$ cat src/rtl/traffic_injector_param.sv
// Parametrised PE traffic injector. Builds header-flit packets with a
// selectable destination pattern and an LFSR-driven inter-packet gap, then
// offers them to the router Local port over the ReqDnStr/GntDnStr/DnStrFull
// handshake. A non-zero max_pkts stops injection once that many packets
// have been granted. All randomness comes from one free-running LFSR, so a
// given seed always reproduces the same traffic.
// The LFSR is 16 bits wide, so GAP_W and 2*DIM must not exceed 16.
module traffic_injector_param #(
  parameter int unsigned      DIM       = 4,
  parameter int unsigned      ID_W      = 10,
  parameter int unsigned      MID_W     = 6,
  parameter logic [MID_W-1:0] MODULE_ID = 6'b000_000,
  parameter logic [DIM-1:0]   SRC_X     = 4'b0000,
  parameter logic [DIM-1:0]   SRC_Y     = 4'b0000,
  parameter logic [DIM-1:0]   FIX_X     = 4'b1010,
  parameter logic [DIM-1:0]   FIX_Y     = 4'b0001,
  parameter int unsigned      GAP_W     = 4,
  parameter logic [15:0]      LFSR_SEED = 16'hACE1,
  localparam int unsigned     DATA_W    = 4*DIM + ID_W + MID_W
) (
  input  logic              clk,
  input  logic              reset,
  input  logic              enable,
  input  logic [1:0]        mode,
  input  logic [GAP_W-1:0]  gap_mask,
  input  logic [ID_W-1:0]   max_pkts,
  input  logic              DnStrFull,
  input  logic              GntDnStr,
  output logic              ReqDnStr,
  output logic [DATA_W-1:0] PacketOut,
  output logic [31:0]       send_time,
  output logic [ID_W-1:0]   sent_count,
  output logic              done
);

  localparam logic [1:0] ST_IDLE     = 2'd0;
  localparam logic [1:0] ST_GAP      = 2'd1;
  localparam logic [1:0] ST_REQ      = 2'd2;
  localparam logic [1:0] ST_WAIT_GNT = 2'd3;

  localparam logic [1:0] MODE_FIXED     = 2'd0;
  localparam logic [1:0] MODE_UNIFORM   = 2'd1;
  localparam logic [1:0] MODE_TRANSPOSE = 2'd2;

  logic [1:0]        state_q, state_d;
  logic [15:0]       lfsr_q, lfsr_d;
  logic [31:0]       cycle_count_q, cycle_count_d;
  logic [GAP_W-1:0]  gap_cnt_q, gap_cnt_d;
  logic [GAP_W-1:0]  delay_q, delay_d;
  logic [ID_W-1:0]   pkt_id_q, pkt_id_d;
  logic [DATA_W-1:0] stage_q, stage_d;
  logic              req_q, req_d;
  logic [DATA_W-1:0] pkt_out_q, pkt_out_d;
  logic [31:0]       send_time_q, send_time_d;
  logic [ID_W-1:0]   sent_q, sent_d;
  logic              done_q, done_d;

  logic [DIM-1:0]    rand_x, rand_y;
  logic [DIM-1:0]    dst_x, dst_y;
  logic [ID_W-1:0]   next_id;
  logic [ID_W-1:0]   next_sent;
  logic              lfsr_fb;

  // Free-running timebase and LFSR; both advance every non-reset cycle
  always_comb begin
    lfsr_fb       = lfsr_q[15] ^ lfsr_q[13] ^ lfsr_q[12] ^ lfsr_q[10];
    lfsr_d        = {lfsr_q[14:0], lfsr_fb};
    cycle_count_d = cycle_count_q + 32'd1;
  end

  // Destination of the packet about to be staged, chosen by mode
  always_comb begin
    rand_x = lfsr_q[DIM-1:0];
    rand_y = lfsr_q[2*DIM-1:DIM];
    dst_x  = FIX_X;
    dst_y  = FIX_Y;
    case (mode)
      MODE_FIXED: begin
        dst_x = FIX_X;
        dst_y = FIX_Y;
      end
      MODE_UNIFORM: begin
        if ((rand_x == SRC_X) && (rand_y == SRC_Y)) begin
          dst_x = ~SRC_X;
          dst_y = ~SRC_Y;
        end else begin
          dst_x = rand_x;
          dst_y = rand_y;
        end
      end
      MODE_TRANSPOSE: begin
        dst_x = SRC_Y;
        dst_y = SRC_X;
      end
      default: begin
        dst_x = ~SRC_X;
        dst_y = ~SRC_Y;
      end
    endcase
  end

  // Packet sequencing: pick a gap, wait it out, stage, request, await grant
  always_comb begin
    state_d     = state_q;
    gap_cnt_d   = gap_cnt_q;
    delay_d     = delay_q;
    pkt_id_d    = pkt_id_q;
    stage_d     = stage_q;
    req_d       = req_q;
    pkt_out_d   = pkt_out_q;
    send_time_d = send_time_q;
    sent_d      = sent_q;
    done_d      = done_q;
    next_id     = pkt_id_q + ID_W'(1);
    next_sent   = sent_q + ID_W'(1);
    case (state_q)
      ST_IDLE: begin
        if (enable && !done_q) begin
          delay_d   = lfsr_q[GAP_W-1:0] & gap_mask;
          gap_cnt_d = '0;
          state_d   = ST_GAP;
        end
      end
      ST_GAP: begin
        if (gap_cnt_q == delay_q) begin
          stage_d = {dst_x, dst_y, SRC_X, SRC_Y, next_id, MODULE_ID};
          state_d = ST_REQ;
        end else begin
          gap_cnt_d = gap_cnt_q + GAP_W'(1);
        end
      end
      ST_REQ: begin
        if (!DnStrFull) begin
          req_d       = 1'b1;
          pkt_out_d   = stage_q;
          send_time_d = cycle_count_q;
          state_d     = ST_WAIT_GNT;
        end
      end
      ST_WAIT_GNT: begin
        if (GntDnStr) begin
          req_d    = 1'b0;
          pkt_id_d = next_id;
          sent_d   = next_sent;
          if ((max_pkts != '0) && (next_sent == max_pkts)) begin
            done_d = 1'b1;
          end
          state_d = ST_IDLE;
        end
      end
      default: begin
        state_d = ST_IDLE;
      end
    endcase
  end

  // State registers with synchronous reset
  always_ff @(posedge clk) begin
    if (reset) begin
      state_q       <= ST_IDLE;
      lfsr_q        <= LFSR_SEED;
      cycle_count_q <= '0;
      gap_cnt_q     <= '0;
      delay_q       <= '0;
      pkt_id_q      <= '0;
      stage_q       <= '0;
      req_q         <= 1'b0;
      pkt_out_q     <= '0;
      send_time_q   <= '0;
      sent_q        <= '0;
      done_q        <= 1'b0;
    end else begin
      state_q       <= state_d;
      lfsr_q        <= lfsr_d;
      cycle_count_q <= cycle_count_d;
      gap_cnt_q     <= gap_cnt_d;
      delay_q       <= delay_d;
      pkt_id_q      <= pkt_id_d;
      stage_q       <= stage_d;
      req_q         <= req_d;
      pkt_out_q     <= pkt_out_d;
      send_time_q   <= send_time_d;
      sent_q        <= sent_d;
      done_q        <= done_d;
    end
  end

  assign ReqDnStr   = req_q;
  assign PacketOut  = pkt_out_q;
  assign send_time  = send_time_q;
  assign sent_count = sent_q;
  assign done       = done_q;

endmodule

$ cat config.mk
export PLATFORM = sky130hd
export DESIGN_NAME = traffic_injector_param
export DESIGN_NICKNAME = d
export VERILOG_FILES = /design/src/rtl/traffic_injector_param.sv
export SDC_FILE = /design/constraint.sdc
export NUM_CORES = 1
export LEC_CHECK = 0
export BUFFER_PORTS_ARGS = -buffer_cell sky130_fd_sc_hd__buf_2
export CORE_MARGIN = 2
export CORE_UTILIZATION = 30
export CTS_CLUSTER_DIAMETER = 40
export CTS_CLUSTER_SIZE = 24
export DETAILED_ROUTE_END_ITERATION = 16
export GPL_TIMING_DRIVEN = 0
export SYNTH_ARGS = -nofsm -noshare
export SYNTH_HDL_FRONTEND = slang
export SYNTH_SLANG_ARGS = --single-unit
$ cat constraint.sdc
create_clock -name clk -period 2.6 [get_ports clk]
set_clock_uncertainty 0.15 [all_clocks]
set_input_delay 0.13 -clock clk [delete_from_list [all_inputs] [get_ports clk]]
set_output_delay 0.13 -clock clk [all_outputs]
set_load 0.01 [all_outputs]
Word level (Yosys, flattened, before mapping)

Index checks and enable logic that the tools add are counted.

Register bits after elaboration: 148
Latch bits: 0
Bits in writable memories: 0
Bits in read-only memories: 0
Bits of input ports: 21
Output and inout bits: 76
Word-level logic and storage cells: 67
Memories: 0

Add/sub/neg operators: 4
Multiply operators: 0
Div/mod/pow operators: 0
$lt $le $gt $ge: 0
Equal/unequal tests: 12
Shifts and indexed selects: 0
Mux-type cells: 15
Bitwise gates (word level): 5
Reductions and logical operators: 19

Operators with widths:

| operator                                      | count |
|---|---|
| adder 32 x 1 -> 32 bit, second input constant | 1 |
| one-hot mux 4 bit (3 select lines)            | 2 |
| adder 10 x 1 -> 10 bit, second input constant | 2 |
| two-way mux 4 bit                             | 4 |
| == test 10 bit                                | 1 |
| inequality test 2 bit, second input constant  | 5 |
| nonzero test 10 bit                           | 1 |
| AND reduction 3 bit                           | 3 |
| zero test 4 bit                               | 2 |
| two-way mux 2 bit                             | 4 |
| one-hot mux 2 bit (4 select lines)            | 1 |
| one-hot mux 4 bit (2 select lines)            | 1 |
| AND reduction 2 bit                           | 4 |
| == test 2 bit, second input constant          | 3 |
| adder 4 x 1 -> 4 bit, second input constant   | 1 |
| AND 4 bit                                     | 1 |
| == test 2 x 1 -> 1 bit, second input constant | 2 |
| == test 4 bit                                 | 1 |
| zero test 2 bit                               | 2 |
| AND reduction 4 bit                           | 1 |
| nonzero test 2 bit                            | 2 |
| logical AND 1 bit                             | 3 |
| XOR 1 bit                                     | 3 |
| two-way mux 1 bit                             | 2 |
| 3 further kinds                               | 3 |

Depth between registers and ports, before layout

Gate-level depths: netlist (run 1).

Word-level depth: 4
Mapped depth: 8
Gate-level depth less buffers: 7

Worst setup path after synthesis (run 1)

OpenSTA, ideal clock, no wires.

Path type: reg-to-reg
Start: reg cycle_count_q[10]
End: reg cycle_count_q[31]
Library setup time: 0.070 ns
Arrival time: 1.859 ns
Required time: 2.380 ns
Setup slack: 0.521 ns
Stages on the path, launching flop included: 7
Buffers on the path: 1
Clock period less this slack: 2.079 ns
Cell sequence: dfxtp_1 -> and3_4 -> nand3_4 -> or4_1 -> buf_2 -> or4_1 -> a21oi_1

Word-level cells in the longest chain between the ends: 1

RTL lines:

| what                   | line | text |
|---|---|---|
| start, declared        | 47   | `logic [31:0] cycle_count_q, cycle_count_d;` |
| start signal, assigned | 175  | `cycle_count_q <= cycle_count_d;` |
| adder 32 x 1 -> 32 bit | 68   | `cycle_count_d = cycle_count_q + 32'd1;` |

Every way passes these cells.
A chain may end at the register's enable or synchronous reset.

Final worst setup path (run 1)

Start: reg cycle_count_q[0]
End: reg cycle_count_q[28]

Same word-level chain as after synthesis.

==> out/metrics.cfg, run 1 <==
[power_and_ir_drop]
p_leak_nw = 2.876
powerDensity_nw_per_um2 = 756.6
power.internal_mw = 4.181
power_switching_mw = 1.658
clkPwrFrac_pct = 41.6
pwr-share-seq_pct = 43.3
switching_share_pct = 28.39
peakVddDrop_uv = 435.9
combPwrFrac_pct = 15.1

[job]
cap_viol_max_count = 0

[drt]
wirelength_mm = 14.83
wl_per_cell_um = 12.83
drt_first_iter_violations = 262
vias = 5265
drt_pass1_iterations = 4
vias_per_cell = 4.554
drc = 0
ant_nets = 0

[timing]
finalCritPeriodShare_pct = 89.94
slew_headroom_pct = 52.57
setup_viol = 0
drv_slew = 0
hold_viol = 0
timing.final.crit_period_ns = 2.338
worstMarginPinSlew_ns = 0.7049
fmaxAchievable_ghz = 0.4276
rsz0062_at_grt = no
tns_ns = 0

[grt]
antenna_found_initial = 1
grt_pass1_vias = 5015
grtUsageTotal_pct = 14.05
grt_pass1_wl_mm = 24.86
grt_start_max_net_pins = 17
overflow = 0

[die]
dieWidth_um = 148.4
dieArea_um2 = 22030
fp-row-count = 52
start_util_pct = 30.73
pin_count = 97
coreArea_um2 = 20360
die_h_um = 148.4

[synth]
synth_edf_count = 0
yosysMostFrequentCell = dfxtp_1
ys_async_sr_fraction_pct = 0
synth_seq_cells = 148
yosysUniqueCellTypes = 46
synthTopCellsByCount = 148 x dfxtp_1, 146 x nand2_1, 83 x a21oi_1
syn_area_per_cell_um2 = 8.321
synth_top_cell_by_area = dfxtp_1
ys_seq_area_share_pct = 47.35
synth_flop_cell = dfxtp_1
ys_warn_count = 0
netlist_top_cells_area = dfxtp_1 47%, nand2_1 8.8%, a21oi_1 6.6%
yosysTopAreaCellShare_pct = 47.35
synthCells = 752
syn_area_um2 = 6257

[worst_setup_path]
critPathKind = register to register
critPathTopFamily = simple AND/OR/NAND/NOR gates
critical_path.max_stage_delay_ns = 0.46
crit_fanout = 7
cp_num_buf_inv = 0
crit_arrival_ns = 2.53
cpMaxStageDelayCell = nor3_1
endpoint_kind = register
cp-start-kind = register
critPathRequiredTime_ns = 2.79
path_cells = ha_1, nand3_1, nor3_1, nand4_1, or3_1, a21oi_1

[cts]
cts_resized = 0
clk_pin_slew_ns = 0.06
numCtsBuffers = 17
clock-sinks = 148
cts_root_buf = clkbuf_16
clk_latency_ns = 0.42
tritoncts = built
h-tree-depth = 4
clk_path_buf_depth = 2

[cells_and_area]
instances_no_fill = 1156
syn_to_final_growth_pct = 23.34
diodes = 0
layout-drive-gt1-share_pct = 17.16
nNetsFinal = 903

[status]
status = finished clean

[hold_path]
hold_path.class = input pin to register

[placement]
dpl.hpwl_mm = 10.84
io_buffer_count = 82
gp_congestion = 0.9035
dp.cells = 1117

-- through the flow --
step	instance area (um^2)	setup slack [ns]	hold slack (ns)	power [mW]	util (%)
global placement	7054	0.2852	0.2438	3.447	34.64
floorplan	6306	0.5205	0.1444	3.199	-
global route	7717	0.02195	0.03009	6.143	37.90
CTS	7717	0.2358	0.006295	5.917	37.90
finish	7717	0.2616	0.01852	5.839	37.90
detailed placement	7054	0.2611	0.2497	3.462	34.64
-- what timing repair did --
item / 4_1_cts / 5_1_grt
endpoints found under the hold margin: 13 / 0
buffers inserted: 0 / 0
hold buffers: 7 / 0
-- cell type report --
type | count | area, um^2
sequential | 148 | 2963
fill | 2145 | 12650
clock buffer | 18 | 439.2
buffer | 56 | 271.5
clock inverter | 14 | 153.9
multi-input combinational | 543 | 3004
timing repair buffer | 89 | 480.5
tap | 270 | 337.8
inverter | 18 | 67.56
-- kinds of logic (layout without fill, tap and decap cells) --
logic type | count (synthesis) | after routing | synth area share, %
fa+ha+maj | 9 | 9 | 1.800
mux | 2 | 2 | 0.3199
flops | 148 | 148 | 47.35
simple gates | 317 | 317 | 23.76
compound gates | 139 | 139 | 12.62
buf+inv | 74 | 195 | 5.419
other cells | 1 | 14 | 0.05993
xor+xnor | 62 | 62 | 8.678
-- cells in the final DEF (no fill, tap or decap), types with 8 or more instances in the layout --
cell type  netlist  routed
buf_4           14      14
xnor2_1         33      33
or2_2            9       9
ha_1             9       9
o21ai_0         23      23
xor2_1          29      29
clkbuf_1        32      32
nand4_1         10      10
a211oi_1        13      13
nor2_1          57      57
or3_1           11      11
conb_1           1      14
a21oi_1         83      83
nor2b_1         11      11
nor3_1          14      14
inv_1           18      18
nand2_1        146     146
nand3_1         26      26
clkbuf_16        0      17
buf_2            7      89
dfxtp_1        148     148
o211ai_1         8       8
-- registers in the layout, summed over array words and instances (netlist names) --
name / count
PacketOut: 18
ReqDnStr: 1
cycle_count_q: 32
delay_q: 4
done: 1
gap_cnt_q: 4
lfsr_q: 16
pkt_id_q: 10
send_time: 32
sent_count: 10
stage_q: 18
state_q: 2
-- path summary, 6_finish.rpt --
check,from,endpoint,slack (ns),cells past startpoint
worst min register to register,lfsr_q[9],lfsr_q[10],0.26,1
worst max-delay path,cycle_count_q[0],cycle_count_q[28],0.26,6
worst max register to register,cycle_count_q[0],cycle_count_q[28],0.26,6
worst min-delay path,max_pkts[0],done,0.02,5
-- worst min-delay path, cell delays in order --
cell and delay [ns]:
buf_2 0.10, xor2_1 0.07, nand3_1 0.07, or4_1 0.10
o32ai_1 0.07
-- power by group through the flow --
stage / Clock, mW / Combinational (mW) / Sequential (mW)
after floorplan: 0 / 0.646 / 2.55
after global placement: 0 / 0.873 / 2.57
after detailed placement: 0 / 0.886 / 2.58
after CTS: 2.49 / 0.897 / 2.53
after global routing: 2.59 / 1.01 / 2.55
final: 2.43 / 0.880 / 2.53
-- layer usage --
layer / GRT usage, % / share of wire, %
met4: 3.952 / 0.88
met5: 0 / 0.088
met1: 18.72 / 49
met2: 21.64 / 44
met3: 4.847 / 5.9
No activity file was read; power rests on OpenSTA's default activity.
==> inputs of run 2 (changes only) <==
--- a/config.mk
+++ b/config.mk
@@ -9,3 +9,3 @@
 export CORE_MARGIN = 2
-export CORE_UTILIZATION = 30
+export CORE_UTILIZATION = 35
 export CTS_CLUSTER_DIAMETER = 40
@@ -14,2 +14,3 @@
 export GPL_TIMING_DRIVEN = 0
+export SETUP_SLACK_MARGIN = 0.15
 export SYNTH_ARGS = -nofsm -noshare
--- a/constraint.sdc
+++ b/constraint.sdc
@@ -4,2 +4,2 @@
 set_output_delay 0.13 -clock clk [all_outputs]
-set_load 0.01 [all_outputs]
+set_load 0.02 [all_outputs]
==> run 2 against run 1 <==
Compared with the run above:
- combinational power increased by 3.3%
- power is 3.3% higher
- hold slack better by 0.010 ns
- core utilization increased by 6.5 points
- die area is 14% lower
- register-to-register slack improved by 0.098 ns
- critical path depth unchanged
- sequential share of layout area about the same
- first-iteration DRC count fell by 2.7%
- fmax increased by 4.4%
- sequential power about the same
- via count down 0.13%
==> out/metrics.cfg, run 2 (synthesized netlist as in run 1, its figures left out) <==
[timing]
setup_ws_ns = 0.3595  ; +0.09792 ns
timing.final.crit_period_ns = 2.240  ; -0.09792 ns
fmaxAchievable_ghz = 0.4463  ; +4.4%
setup_viol = 0  ; unchanged
finalCritPeriodShare_pct = 86.17  ; -3.8 points
worstMarginPinSlew_ns = 0.6790  ; -0.02597 ns
hold_viol = 0  ; unchanged
tns_ns = 0  ; unchanged
rsz0062_at_grt = no
slew_headroom_pct = 54.73  ; +2.2 points
drv_slew = 0  ; unchanged

[cts]
cts_setup_buffers = 0  ; unchanged
tritoncts = built
clk_path_buf_depth = 2  ; unchanged
h-tree-depth = 4  ; unchanged
clk_latency_ns = 0.42  ; about the same
numCtsBuffers = 17  ; unchanged
clock-sinks = 148  ; unchanged
cts_root_buf = clkbuf_16
clk_pin_slew_ns = 0.06  ; about the same

[cells_and_area]
nNetsFinal = 904  ; +0.11%
syn_to_final_growth_pct = 23.44  ; about the same
finalInstanceArea_um2 = 7724  ; about the same
layout-drive-gt1-share_pct = 17.25  ; +0.093 points
diodes = 0  ; unchanged
instances_no_fill = 1112  ; -3.8%
final_common_cell = dfxtp_1
final.fill_count = 1753  ; -18%
layout_common_cells = 147 x dfxtp_1, 146 x nand2_1, 89 x buf_2

[placement]
dpl.hpwl_mm = 10.49  ; -3.2%
dp.cells = 1072  ; -4.0%
pre_cts_ws_ns = 0.2569  ; -0.004184 ns
gp_congestion = 0.8618  ; -4.6%
dpl_cell_area_um2 = 6998  ; -0.80%
io_buffer_count = 82  ; unchanged

[worst_setup_path]
crit_fanout = 10  ; +3
worst_path_most_repeated_cell = or4_1
endpoint_kind = register
path_cells = and4_4, nand3_4, or4_1, buf_2, or4_1, a21oi_1
cpMaxStageDelayCell = dfxtp_1
critPathRequiredTime_ns = 2.79  ; about the same
crit_arrival_ns = 2.43  ; -0.10 ns
critical_path.max_stage_delay_ns = 0.44  ; -0.02 ns
cp-start-kind = register
critPathKind = register to register

[grt]
overflow = 0  ; unchanged
grtUsageTotal_pct = 16.48  ; +2.4 points
antenna_found_initial = 1  ; unchanged
grt_pass1_wl_mm = 24.44  ; -1.7%
grt_start_max_net_pins = 17  ; unchanged
grt_pass1_vias = 4996  ; -0.38%

[drt]
vias_per_cell = 4.728  ; +3.8%
drc = 0  ; unchanged
wl_per_cell_um = 13.06  ; +1.8%
drt_first_iter_violations = 255  ; -2.7%
ant_nets = 0  ; unchanged
drt_pass1_iterations = 4  ; unchanged
wirelength_mm = 14.53  ; -2.1%
vias = 5258  ; -0.13%

[die]
dieArea_um2 = 18960  ; -14%
fp-row-count = 48  ; -7.7%
dieWidth_um = 137.7  ; -7.2%
coreArea_um2 = 17420  ; -14%
start_util_pct = 35.93  ; +5.2 points
die_h_um = 137.7  ; -7.2%
pin_count = 97  ; unchanged

[power_and_ir_drop]
power_mw = 6.030  ; +3.3%
peakVddDrop_uv = 524.6  ; +20%
powerDensity_nw_per_um2 = 780.8  ; +3.2%
p_leak_nw = 2.915  ; +1.3%

[job]
cap_viol_max_count = 0  ; unchanged

[status]
status = finished clean

[hold_path]
hold_path.class = input pin to register

run 2: cell count changes in the layout (fill, tap and decap cells not counted), moves of 2 or more:
cell and delta:
clkinvlp_4 -4, clkbuf_1 +3, clkinv_4 -3, bufinv_16 +2
clkbuf_8 +2, clkinv_2 +2, inv_6 -2, nor3_1 -2
nor3_2 +2
run 2: area by class of cell:
| class | instances | area, um^2 | area share [%] |
|---|---|---|---|
| Buffer | 56 | 271.5 | 3.515 |
| Clock buffer | 23 | 478.0 | 6.188 |
| Clock inverter | 9 | 150.1 | 1.944 |
| Inverter | 18 | 67.56 | 0.8748 |
| Multi-Input combinational cell | 543 | 3020 | 39.11 |
| Sequential cell | 148 | 2964 | 38.38 |
| Tap cell | 225 | 281.5 | 3.645 |
| Timing Repair Buffer | 90 | 490.5 | 6.350 |
run 2: power by group:
part,internal [mW],switching [mW],total (mW),leakage [nW]
logic,0.317,0.592,0.909,1.41
registers,2.43,0.102,2.53,1.20
clock network,1.68,0.916,2.59,0.303
run 2: worst paths after layout:
path / startpoint / end / slack [ns] / cells after the start
hold / removal: GntDnStr / pkt_id_q[3] / 0.03 / 4
setup reg to reg: cycle_count_q[2] / cycle_count_q[31] / 0.36 / 6
hold reg to reg: lfsr_q[9] / lfsr_q[10] / 0.26 / 1
setup / recovery: cycle_count_q[2] / cycle_count_q[31] / 0.36 / 6
run 2: stage by stage:
| stage | hold slack (ns) | util, % |
|---|---|---|
| floorplan | 0.1444 | - |
| global placement | 0.2421 | 40.18 |
| detailed placement | 0.2451 | 40.18 |
| CTS | 0.01866 | 44.25 |
| global route | 0.06283 | 44.35 |
| finish | 0.02858 | 44.35 |
run 2: worst max-delay path, delay by kind of cell, from the launching register on:
family	cells	cell delay (ns)
AOI/OAI and AO/OA	1	0.14
buffers and inverters	1	0.19
DFF	1	0.44
and+or+nand+nor	4	1.25
run 2: timing repair:
action / in CTS / in global routing
endpoints found under the setup margin: 0 / 16
gates resized for setup: 0 / 4
hold buffers: 8 / 0
hold endpoints to repair: 14 / 0
run 2: per-layer routing:
layer  routed length, um  part of all wire, %  vias to the layer above  track usage, %
met1                7125                   49                     2371           21.70
li1                    -                    -                     2749               -
met3                 837                  5.8                       19           4.489
met4                 213                  1.5                        2           5.839
met2                6340                   44                      117           25.93
met5                  11                0.076                        -               0
